File: src/rtl/dct_2d_sched.sv
// Time-shares one 1D-DCT between the row and column passes of an 8x8 2D-DCT,
// transposing through a single 64-word buffer; all handshake paths are combinational.
module dct_2d_sched #(
  parameter int unsigned PX_WIDTH  = 8,
  parameter int unsigned DCT_WIDTH = 16
) (
  input  logic                   clk_i,
  input  logic                   rst_i,
  input  logic [8*PX_WIDTH-1:0]  video_i_tdata,
  input  logic                   video_i_tvalid,
  input  logic                   video_i_tuser,
  output logic                   video_i_tready,
  output logic [8*DCT_WIDTH-1:0] dct_req_o_tdata,
  output logic                   dct_req_o_tvalid,
  input  logic                   dct_req_o_tready,
  input  logic [DCT_WIDTH-1:0]   dct_res_i_tdata,
  input  logic                   dct_res_i_tvalid,
  output logic                   dct_res_i_tready,
  output logic [DCT_WIDTH-1:0]   coef_o_tdata,
  output logic                   coef_o_tvalid,
  output logic                   coef_o_tlast,
  output logic                   coef_o_tuser,
  input  logic                   coef_o_tready
);

  localparam int unsigned LANES = 8;

  localparam logic [0:0] ROW_PASS = 1'b0;
  localparam logic [0:0] COL_PASS = 1'b1;

  logic [0:0]           state;
  logic [0:0]           next_state;
  logic [3:0]           feed_cnt;
  logic [5:0]           res_cnt;
  logic [5:0]           out_cnt;
  logic                 sof_flag;
  logic                 feeding;
  logic                 req_hs;
  logic                 res_hs;
  logic                 coef_hs;
  logic [DCT_WIDTH-1:0] tbuf [LANES][LANES];

  assign feeding = ~feed_cnt[3];
  assign req_hs  = dct_req_o_tvalid & dct_req_o_tready;
  assign res_hs  = dct_res_i_tvalid & dct_res_i_tready;
  assign coef_hs = coef_o_tvalid & coef_o_tready;

  // Handshake routing and next state; reset gates the row-pass forwarding paths.
  always_comb begin
    next_state       = state;
    video_i_tready   = 1'b0;
    dct_req_o_tvalid = 1'b0;
    dct_req_o_tdata  = '0;
    dct_res_i_tready = 1'b0;
    coef_o_tvalid    = 1'b0;
    coef_o_tlast     = 1'b0;
    coef_o_tuser     = 1'b0;
    coef_o_tdata     = dct_res_i_tdata;
    case (state)
      ROW_PASS: begin
        for (int i = 0; i < 8; i++) begin
          dct_req_o_tdata[i*DCT_WIDTH +: DCT_WIDTH] =
            DCT_WIDTH'($signed(video_i_tdata[i*PX_WIDTH +: PX_WIDTH]));
        end
        if (!rst_i) begin
          dct_res_i_tready = 1'b1;
          if (feeding) begin
            video_i_tready   = dct_req_o_tready;
            dct_req_o_tvalid = video_i_tvalid;
          end
        end
        if (dct_res_i_tvalid && dct_res_i_tready && (res_cnt == 6'd63)) begin
          next_state = COL_PASS;
        end
      end
      default: begin
        // Column j of the transpose: lane i comes from row result i, word j.
        for (int i = 0; i < 8; i++) begin
          dct_req_o_tdata[i*DCT_WIDTH +: DCT_WIDTH] = tbuf[i][feed_cnt[2:0]];
        end
        dct_req_o_tvalid = feeding;
        coef_o_tvalid    = dct_res_i_tvalid;
        dct_res_i_tready = coef_o_tready;
        coef_o_tlast     = (out_cnt == 6'd63);
        coef_o_tuser     = (out_cnt == 6'd0) && sof_flag;
        if (dct_res_i_tvalid && coef_o_tready && (out_cnt == 6'd63)) begin
          next_state = ROW_PASS;
        end
      end
    endcase
  end

  // State, counters and start-of-frame flag.
  always_ff @(posedge clk_i or posedge rst_i) begin
    if (rst_i) begin
      state    <= ROW_PASS;
      feed_cnt <= '0;
      res_cnt  <= '0;
      out_cnt  <= '0;
      sof_flag <= 1'b0;
    end else begin
      state <= next_state;
      if ((state == ROW_PASS) && (next_state == COL_PASS)) begin
        feed_cnt <= '0;
        res_cnt  <= '0;
      end else if ((state == COL_PASS) && (next_state == ROW_PASS)) begin
        feed_cnt <= '0;
        res_cnt  <= '0;
        out_cnt  <= '0;
        sof_flag <= 1'b0;
      end else begin
        if (req_hs) begin
          feed_cnt <= feed_cnt + 4'd1;
        end
        if (req_hs && (state == ROW_PASS) && (feed_cnt == 4'd0)) begin
          sof_flag <= video_i_tuser;
        end
        if (res_hs && (state == ROW_PASS)) begin
          res_cnt <= res_cnt + 6'd1;
        end
        if (coef_hs) begin
          out_cnt <= out_cnt + 6'd1;
        end
      end
    end
  end

  // Row results land at [row][word]; the buffer is frozen during the column pass.
  always_ff @(posedge clk_i) begin
    if ((state == ROW_PASS) && res_hs) begin
      tbuf[res_cnt[5:3]][res_cnt[2:0]] <= dct_res_i_tdata;
    end
  end

endmodule

File: config.mk
export PLATFORM = sky130hd
export DESIGN_NAME = dct_2d_sched
export DESIGN_NICKNAME = d
export VERILOG_FILES = /design/src/rtl/dct_2d_sched.sv
export SDC_FILE = /design/constraint.sdc
export NUM_CORES = 1
export LEC_CHECK = 0
export ABC_CLOCK_PERIOD_IN_PS = 2300
export BUFFER_PORTS_ARGS = -buffer_cell sky130_fd_sc_hd__buf_2
export CAP_MARGIN = 0
export CORE_MARGIN = 4
export CORE_UTILIZATION = 40
export CTS_CLUSTER_DIAMETER = 100
export CTS_CLUSTER_SIZE = 28
export DETAILED_ROUTE_END_ITERATION = 6
export GPL_TIMING_DRIVEN = 1
export PLACE_DENSITY = 0.57
export RECOVER_POWER = 25
export SETUP_SLACK_MARGIN = 0.05
export SLEW_MARGIN = 25
export SYNTH_ARGS = -nofsm -noshare
export SYNTH_HDL_FRONTEND = slang
export SYNTH_SLANG_ARGS = --single-unit
File: constraint.sdc
create_clock -name clk_i -period 2.3 [get_ports clk_i]
set_clock_uncertainty 0.15 [all_clocks]
set_input_delay 0.115 -clock clk_i [delete_from_list [all_inputs] [get_ports clk_i]]
set_output_delay 0.115 -clock clk_i [all_outputs]
set_load 0.01 [all_outputs]
==> results, run 1 <==
- The final layout contains 2845 nets.
- The largest family of logic cells by synthesized area is multiplexers.
- For this run, the share of the core covered by cells in the final layout is 50.7%.
- The net switching component of the power is 9.73 mW.
- By area the synthesized netlist is led by sky130_fd_sc_hd__edfxtp_1, sky130_fd_sc_hd__mux4_2, sky130_fd_sc_hd__mux2i_1.
- Of the total synthesized cell area, the portion taken by XOR and XNOR cells is 0.0425%.
- The first-pass iteration count of the detailed router is 5.
- The number of global-route vias before repair is 22987.
- The final layout contains routed wiring with a total length of 112000 um.
- The number of antenna violations at the first check in global routing is 2.
- The peak per-stage delay on the critical path is 0.56 ns.
- Traced cell by cell, the critical path runs through buf_12, buf_12, buf_16, buf_4, mux2i_2, a221oi_4, o21ai_1, o21ai_1, buf_2.
- The congestion estimate from routability-driven global placement came to 0.788.
- The final reports fail on max-capacitance violations, max-slew violations, negative setup slack.
- The share of flip-flops with an asynchronous set or reset after synthesis is 1.73%.
- The worst slack at placement is 0.00965 ns.
- The routed length on met1 is 48200 um.
- The number of placement rows is 117.
- The simple-gate share of the synthesized area is 2.34%.
- The final setup violation count is 265.
- Entering global routing, the biggest net connects 66 pins.
- The data arrival time of the critical path is 2.63 ns.
- The relative slew slack is -6.63%.
- STA classifies the critical path startpoint as a flip-flop.
- The final setup TNS is -65.21 ns.
- The root buffer cell is sky130_fd_sc_hd__clkbuf_16.
- The multiplexer fraction of the synthesized cell area is 13.3%.
- The share of the synthesized area in compound gates (AO/OA/AOI/OAI) is 5.66%.
- The worst hold path startpoint is video_i_tdata[14].
- Combinational logic is responsible for 21.3% of the overall power.
- The slowest stage of the critical path belongs to the cell sky130_fd_sc_hd__dfrtp_4.
- After the first detailed-routing iteration, the DRC count stood at 2165.
- The remaining antenna violation count after routing is 0.
- Of the total synthesized cell area, the portion taken by full adders, half adders and majority gates is 0.212%.
- The most critical setup path has its startpoint at feed_cnt[0]$_DFFE_PP0P_.
- The share of power burned in registers is 54.6%.
- The wire length on met2 is 55900 um.
- TritonCTS built the clock tree.
- Yosys mapped the design onto 47 distinct sky130hd cell types.
- Setup slack on the critical path of the routed design comes to -0.597 ns.
- The floorplan step defined a core boundary enclosing 102000 um^2.
- From synthesis to final layout, the design area changed by 25.5%.
- In this run the power density over the cells is 746 nW/um^2.
- The biggest area contributor in the post-synthesis netlist is sky130_fd_sc_hd__edfxtp_1.
- The worst reg2reg path startpoint is state$_DFF_PP0_.
- Among all cell types in the netlist, the one instantiated most often is sky130_fd_sc_hd__edfxtp_1.
- The overflow left after global routing is 0.
- After synthesis the netlist holds a flip-flop and latch count of 1042.
- The highest layer touched by signal routing is met4.
- The post-synthesis average cell area is 18.2 um^2.
- The post-route fraction of the period consumed by the critical path is 126%.
- The number of buffers and inverters on the critical path is 5.
- The number of hold violations in the final report was 0.
- The count of buffers added on input and output ports is 236.
- Of the post-synthesis cell area, the dominant cell type holds 74.6%.
- The slew of the pin with the lowest slew margin is 1.60 ns.
- Detailed routing inserted a total of 22990 vias.
- In this run switching power makes up 25.2% of total power.
- The count of cells along the worst hold path is 4.
- The endpoint required time on the critical path is 2.04 ns.
- The standby leakage power is 17.1 nW.
- The worst register-to-register path has a depth of 6.
- The worst-case IR drop observed on VDD is 502 uV.
- Setup repair after global routing could not meet its margin everywhere.
- The total number of cells along the worst setup path is 9.
- Using the TritonRoute via totals, the vias-per-cell ratio works out to 5.54.
- The HPWL after detailed placement is 64900 um.
- The number of filler cells placed in the layout is 8207.
- The commonest cells after synthesis are sky130_fd_sc_hd__edfxtp_1, sky130_fd_sc_hd__mux2i_1, sky130_fd_sc_hd__o21ai_1.
- In this run the cell area of the synthesized design comes to 41200 um^2.
- The type of destination of the critical path is an output port.
- The classification of the worst-slack hold path is in2out.
- In this run, CTS created clock tree buffers numbering 43.
- Summing all placed instances gives a cell area of 46300 um^2.
- The reported max-cap violation count is 5.
- Among cell families on the critical path, the largest total delay comes from buffers and inverters.
- The flow ran to the end, but the final reports show violations.
- In this run the worst path has a maximum fanout of 7.
- Global routing used 19.5% of the available tracks.
- During synthesis, Yosys emitted a total of 0 warnings.
- The clock power share is 24.0%.
- The final design instance area without fill is 51800 um^2.
- The number of slew-limit violations in the final report is 163.
- The top achievable clock speed is 345 MHz.
- After detailed routing, the number of remaining DRC violations is 0.
- Leaving out filler cells and counting taps, the final layout contains 4147.
- Yosys mapped a number of flops with a built-in enable equal to 1024.
- In the synthesized netlist the dominant register cell turns out to be sky130_fd_sc_hd__edfxtp_1.
- Summed over all nets, wire length on met3 after detailed routing comes to 5710 um.
- The die height is 329 um.
- The clock slew seen by the registers of the worst setup and hold paths is 0.12 ns.
- The H-tree was split into 2 levels.
- The floorplan step set the die width to 329 um.
- The net count after synthesis is 2361.
- The number of sinks driven by the clock tree is 1042.
- The combined area of the multi-input logic cells is 10700 um^2.
- The worst setup path is of the reg2out kind.
- Dividing the detail-routed wire length by the instance count gives 27.0 um.
- The fraction of layout cells with a size suffix above 1 is 38.3%.
- For the worst-skew pair, the clock arrives at the later sink with an insertion delay of 0.63 ns.
- The longest clock path from root to sink contains 3 buffers.
- Pin placement for this block handled 237 I/O pins.
- Internal power comes to 28.9 mW.
- The clock period minus final worst setup slack is 2.90 ns.
- The global-route wire length before repair is 157000 um.
- The sequential share of the synthesized area is 75.7%.
- In the synthesized netlist, the number of instances is 2267.
- The cell count after placement is 3942.
- The area taken by flip-flops and latches is 31200 um^2.
- The die covers 108000 um^2.
- For this configuration, the core starts out at a cell density of 40.4%.
==> routing by layer <==
metal,global-route usage [%],up-vias
li1,-,10011
met1,27.6,12150
met2,33.4,718
met3,2.08,111
met4,3.41,0
met5,0,-
==> layout make-up <==
type | count | share of cell area (%)
Timing Repair Buffer | 590 | 12.8
Clock inverter | 2 | 0.0483
Inverter | 66 | 0.529
Clock buffer | 69 | 2.35
Multi-Input combinational cell | 1008 | 20.6
Sequential cell | 1042 | 60.3
Tap cell | 1368 | 3.31
Antenna cell | 2 | 0.00967
==> worst reg2reg max path, cell delays in order (launching register included) <==
cell and delay, ns:
sky130_fd_sc_hd__dfrtp_4 0.56, sky130_fd_sc_hd__buf_4 0.17, sky130_fd_sc_hd__nor2b_1 0.26, sky130_fd_sc_hd__nand4_1 0.26, sky130_fd_sc_hd__buf_4 0.25, sky130_fd_sc_hd__nor2_1 0.19
sky130_fd_sc_hd__buf_12 0.21
==> sequential cells by signal, summed over array words and instances (netlist names) <==
name and flops:
tbuf 1024, out_cnt 6, res_cnt 6, feed_cnt 4
sof_flag 1, state 1
==> kinds of logic (layout without fill, tap and decap cells) <==
family,count (synthesis),count (layout)
AO/OA/AOI/OAI,364,364
XOR/XNOR,2,2
adder cells (fa/ha/maj),7,7
buffers and inverters,217,727
flip-flops,1042,1042
multiplexers,410,410
other,0,2
AND/OR/NAND/NOR,225,225
==> stage by stage <==
| stage | power (mW) | hold slack (ns) |
|---|---|---|
| finish | 38.6 | 0.386 |
| global route | 40.0 | 0.389 |
| detailed placement | 27.5 | 0.262 |
| CTS | 37.9 | 0.00281 |
| floorplan | 25.2 | -0.0911 |
| global placement | 27.4 | 0.248 |
==> cell usage in the layout, fill, tap and decap left out, types with 14 or more instances in the layout <==
| master | n |
|---|---|
| sky130_fd_sc_hd__buf_2 | 199 |
| sky130_fd_sc_hd__o21ai_2 | 55 |
| sky130_fd_sc_hd__clkbuf_1 | 42 |
| sky130_fd_sc_hd__inv_1 | 59 |
| sky130_fd_sc_hd__buf_4 | 103 |
| sky130_fd_sc_hd__clkbuf_16 | 65 |
| sky130_fd_sc_hd__buf_16 | 32 |
| sky130_fd_sc_hd__nand2_2 | 24 |
| sky130_fd_sc_hd__o31ai_2 | 14 |
| sky130_fd_sc_hd__a221oi_1 | 16 |
| sky130_fd_sc_hd__mux2i_1 | 226 |
| sky130_fd_sc_hd__buf_6 | 63 |
| sky130_fd_sc_hd__nand2_1 | 71 |
| sky130_fd_sc_hd__dfrtp_1 | 14 |
| sky130_fd_sc_hd__edfxtp_1 | 1024 |
| sky130_fd_sc_hd__dlygate4sd3_1 | 23 |
| sky130_fd_sc_hd__mux2_2 | 58 |
| sky130_fd_sc_hd__a221oi_4 | 21 |
| sky130_fd_sc_hd__nor2_1 | 41 |
| sky130_fd_sc_hd__o21ai_0 | 19 |
| sky130_fd_sc_hd__nor2_2 | 34 |
| sky130_fd_sc_hd__buf_12 | 114 |
| sky130_fd_sc_hd__mux4_2 | 105 |
| sky130_fd_sc_hd__o21ai_1 | 118 |
| sky130_fd_sc_hd__a221oi_2 | 68 |
==> worst paths after layout <==
kind	endpoint	slack, ns
setup / recovery	dct_req_o_tdata[17]	-0.60
setup reg to reg	tbuf[4][4]$_DFFE_PP_	-0.05
hold reg to reg	sof_flag$_DFFE_PP0P_	0.46
min in group asynchronous	feed_cnt[2]$_DFFE_PP0P_	0.70
hold / removal	dct_req_o_tdata[22]	0.39
max in group asynchronous	state$_DFF_PP0_	0.52
==> power groups by stage <==
stage	Clock [mW]	Sequential (mW)	Combinational [mW]
after floorplan	0	21.5	3.72
after global placement	0	21.5	5.94
after detailed placement	0	21.5	6.02
after CTS	9.52	21.1	7.32
after global routing	10.2	21.1	8.70
final	9.28	21.1	8.24
==> what timing repair did <==
item | 4_1_cts | 5_1_grt
buffers inserted | 32 | 38
hold buffers | 21 | 2
cloned | 19 | 25
resized for setup | 279 | 231
setup endpoints to repair | 134 | 176
hold endpoints to repair | 569 | 65
pin swaps | 46 | 60
(Power assumes the default switching activity.)
==> inputs of run 2 (changes only) <==
--- a/config.mk
+++ b/config.mk
@@ -6,15 +6,17 @@
 export NUM_CORES = 1
 export LEC_CHECK = 0
 export ABC_CLOCK_PERIOD_IN_PS = 2300
-export BUFFER_PORTS_ARGS = -buffer_cell sky130_fd_sc_hd__buf_2
+export BUFFER_PORTS_ARGS = -buffer_cell sky130_fd_sc_hd__buf_4
 export CAP_MARGIN = 0
+export CELL_PAD_IN_SITES_DETAIL_PLACEMENT = 1
+export CELL_PAD_IN_SITES_GLOBAL_PLACEMENT = 2
 export CORE_MARGIN = 4
 export CORE_UTILIZATION = 40
 export CTS_CLUSTER_DIAMETER = 100
 export CTS_CLUSTER_SIZE = 28
 export DETAILED_ROUTE_END_ITERATION = 6
 export GPL_TIMING_DRIVEN = 1
-export PLACE_DENSITY = 0.57
+export PLACE_DENSITY = 0.72
 export RECOVER_POWER = 25
 export SETUP_SLACK_MARGIN = 0.05
 export SLEW_MARGIN = 25
==> results, run 2 (synthesis gave the netlist of run 1 again) <==
- The H-tree level count was 2 (unchanged).
- The endpoint required time on the critical path came to 2.04 ns (about the same).
- The type of the setup path with the least slack is reg2out (unchanged).
- The routed wire length came to 117000 um (was 112000 um).
- The post-route fraction of the period consumed by the critical path came to 126% (about the same).
- The DRC violation total after the first TritonRoute iteration is 2262 (was 2165).
- The number of placement rows was 117 (unchanged).
- The pin count of the biggest net entering global routing came to 66 (unchanged).
- The first-pass iteration count of the detailed router came to 5 (unchanged).
- Result of the run: finished, violations left (unchanged).
- The slew of the pin with the lowest slew margin is 1.79 ns (was 1.60 ns).
- The area taken by flip-flops and latches is 31200 um^2 (unchanged).
- The top achievable clock speed was 346 MHz (was 345 MHz).
- The slowest cell on the critical path is sky130_fd_sc_hd__mux4_2 (was sky130_fd_sc_hd__dfrtp_4).
- The placeable core region is 102000 um^2 (unchanged).
- The total internal power was 28.8 mW (was 28.9 mW).
- The cell count after placement is 3936 (was 3942).
- The area after detailed placement was 46700 um^2 (was 46300 um^2).
- The number of buffers inserted by port buffering is 236 (unchanged).
- The combined area of the multi-input logic cells is 10500 um^2 (was 10700 um^2).
- The DRC violation count after routing came to 0 (unchanged).
- The share of power burned in registers is 54.7% (was 54.6%).
- The die height came to 329 um (unchanged).
- The relative slew slack was -19.5% (was -6.63%).
- Critical path cell sequence: buf_8, buf_16, buf_12, mux4_2, o21ai_2, o21ai_1, buf_4 (was buf_12, buf_12, buf_16, buf_4, mux2i_2, a221oi_4, o21ai_1, o21ai_1, buf_2).
- The final weighted congestion in routability-driven placement is 0.775 (was 0.788).
- The number of hold violations in the final report came to 0 (unchanged).
- The largest fanout on the critical path is 16 (was 7).
- The CTS tree is done (unchanged).
- The growth of design area from synthesis to finish was 24.7% (was 25.5%).
- The mean number of vias per cell is 5.62 (was 5.54).
- The clock period minus final worst setup slack is 2.89 ns (was 2.90 ns).
- Unrepaired setup endpoints after global routing: yes (unchanged).
- The count of buffering cells on the critical path with inverters included was 4 (was 5).
- The die outline width is 329 um (unchanged).
- The post-route total power is 38.6 mW (about the same).
- The final-stage net count is 2805 (was 2845).
- The classification of the worst-slack hold path is in2reg (was in2out).
- The number of filler cells placed in the layout came to 9337 (was 8207).
- The standby leakage power is 17.0 nW (was 17.1 nW).
- The net switching component of the power is 9.80 mW (was 9.73 mW).
- The clock slew seen by the registers of the worst setup and hold paths came to 0.11 ns (was 0.12 ns).
- The initial standard-cell utilization of the core is 40.4% (unchanged).
- The number of clock buffers inserted by TritonCTS is 43 (unchanged).
- The number of global-route vias before repair is 24579 (was 22987).
- Violated checks: max-capacitance violations, max-slew violations, negative setup slack (unchanged).
- The mean routed wirelength per cell is 28.5 um (was 27.0 um).
- The data arrival time of the critical path is 2.62 ns (was 2.63 ns).
- The number of sinks driven by the clock tree is 1042 (unchanged).
- The count of placed standard cells in the final layout, fillers left out was 4098 (was 4147).
- The highest ir drop seen on vdd came to 740 uV (was 502 uV).
- The final setup violation count is 155 (was 265).
- The type of origin of the critical path is a flip-flop (unchanged).
- The reported max-cap violation count is 9 (was 5).
- The final design instance area without fill is 51400 um^2 (was 51800 um^2).
- The switching share of total power was 25.4% (was 25.2%).
- The fraction of layout cells with a size suffix above 1 is 38.1% (was 38.3%).
- The final worst setup slack was -0.590 ns (was -0.597 ns).
- The total I/O pin count is 237 (unchanged).
- Most used cells in the layout excluding fill and tap cells: sky130_fd_sc_hd__edfxtp_1, sky130_fd_sc_hd__buf_4, sky130_fd_sc_hd__mux2i_1, sky130_fd_sc_hd__mux4_2, sky130_fd_sc_hd__o21ai_1 (was sky130_fd_sc_hd__edfxtp_1, sky130_fd_sc_hd__mux2i_1, sky130_fd_sc_hd__buf_2, sky130_fd_sc_hd__o21ai_1, sky130_fd_sc_hd__buf_12).
- The clock power share was 24.1% (was 24.0%).
- The peak per-stage delay on the critical path came to 0.52 ns (was 0.56 ns).
- The root buffer cell is sky130_fd_sc_hd__clkbuf_16 (unchanged).
- The number of slew-limit violations in the final report was 594 (was 163).
- The area of the die is 108000 um^2 (unchanged).
- The relative contribution of combinational cells to total power is 21.2% (was 21.3%).
- The via count of the routed design is 23013 (was 22990).
- The worst hold-check slack came to 0.101 ns (was 0.386 ns).
- The number of antenna violations at the first check in global routing was 1 (was 2).
- The type of destination of the critical path was an output port (unchanged).
- The clock network latency to the later pin of the worst-skew pair was 0.62 ns (was 0.63 ns).
- The cell area power density is 750 nW/um^2 (was 746 nW/um^2).
- The final standard cell utilization of the core is 50.4% (was 50.7%).
- The HPWL after detailed placement is 67700 um (was 64900 um).
- The overflow left after global routing is 0 (unchanged).
- The cell family contributing the most delay on the critical path is buffers and inverters (unchanged).
- The maximum clock path buffer count is 3 (unchanged).
- The total routing resource utilization after global routing is 20.8% (was 19.5%).
- The most common cell after layout, fill and taps aside is sky130_fd_sc_hd__edfxtp_1 (unchanged).
- The global-route wire length before repair is 166000 um (was 157000 um).
- The number of flip-flops in the largest register was 1024 (unchanged).
- The remaining antenna violation count after routing came to 0 (unchanged).
[run 2: power by group through the flow]
stage,sequential [mW],combinational [mW],clock (mW)
floorplan,21.5,3.72,0
global placement,21.5,6.11,0
detailed placement,21.5,6.27,0
CTS,21.1,7.57,9.49
global route,21.1,8.68,10.2
finish,21.1,8.19,9.28
[run 2: cell type report]
class / instances / area share (%)
Sequential cell: 1042 / 60.7
Multi-Input combinational cell: 1008 / 20.5
Timing Repair Buffer: 550 / 12.6
Tap cell: 1368 / 3.33
Clock buffer: 61 / 2.33
Inverter: 66 / 0.521
Clock inverter: 2 / 0.0462
Antenna cell: 1 / 0.00487
[run 2: tightest hold or removal path: stages]
cell and delay [ns]:
sky130_fd_sc_hd__buf_4 0.11, sky130_fd_sc_hd__nor2b_1 0.20, sky130_fd_sc_hd__o211ai_1 0.22, sky130_fd_sc_hd__xnor2_1 0.15, sky130_fd_sc_hd__nor2_1 0.05
[run 2: path summary, 6_finish.rpt]
check,from,endpoint,slack (ns),cells after the start
min in group asynchronous,rst_i,out_cnt[2]$_DFFE_PP0P_,0.57,5
setup / recovery,feed_cnt[0]$_DFFE_PP0P_,dct_req_o_tdata[80],-0.59,7
setup reg to reg,state$_DFF_PP0_,res_cnt[3]$_DFFE_PP0P_,-0.22,13
hold / removal,video_i_tvalid,feed_cnt[2]$_DFFE_PP0P_,0.10,5
max in group asynchronous,rst_i,feed_cnt[0]$_DFFE_PP0P_,0.61,5
hold reg to reg,sof_flag$_DFFE_PP0P_,sof_flag$_DFFE_PP0P_,0.41,2
[run 2: per-stage QoR]
stage / setup TNS [ns] / setup slack (ns)
after detailed placement: -1.80 / -0.0879
after global placement: -0.546 / -0.0996
after global routing: -78.02 / -0.657
final: -63.17 / -0.590
after CTS: -65.40 / -0.591
after floorplan: -53.53 / -0.139
[run 2: repair_timing]
action                     in CTS  in global routing
pin swaps                      52                 40
gates cloned                   16                 18
setup endpoints to repair     358                500
hold endpoints to repair      722                  0
hold buffers                   21                  0
gates resized for setup       318                179
setup buffers                  32                 17
[run 2: layer usage]
| metal | GRT usage (%) | vias up | part of all wire (%) |
|---|---|---|---|
| li1 | - | 9928 | - |
| met1 | 27.7 | 12390 | 42 |
| met2 | 36.6 | 576 | 51 |
| met3 | 2.36 | 119 | 4.3 |
| met4 | 5.09 | 0 | 1.9 |
| met5 | 0 | - | 0 |
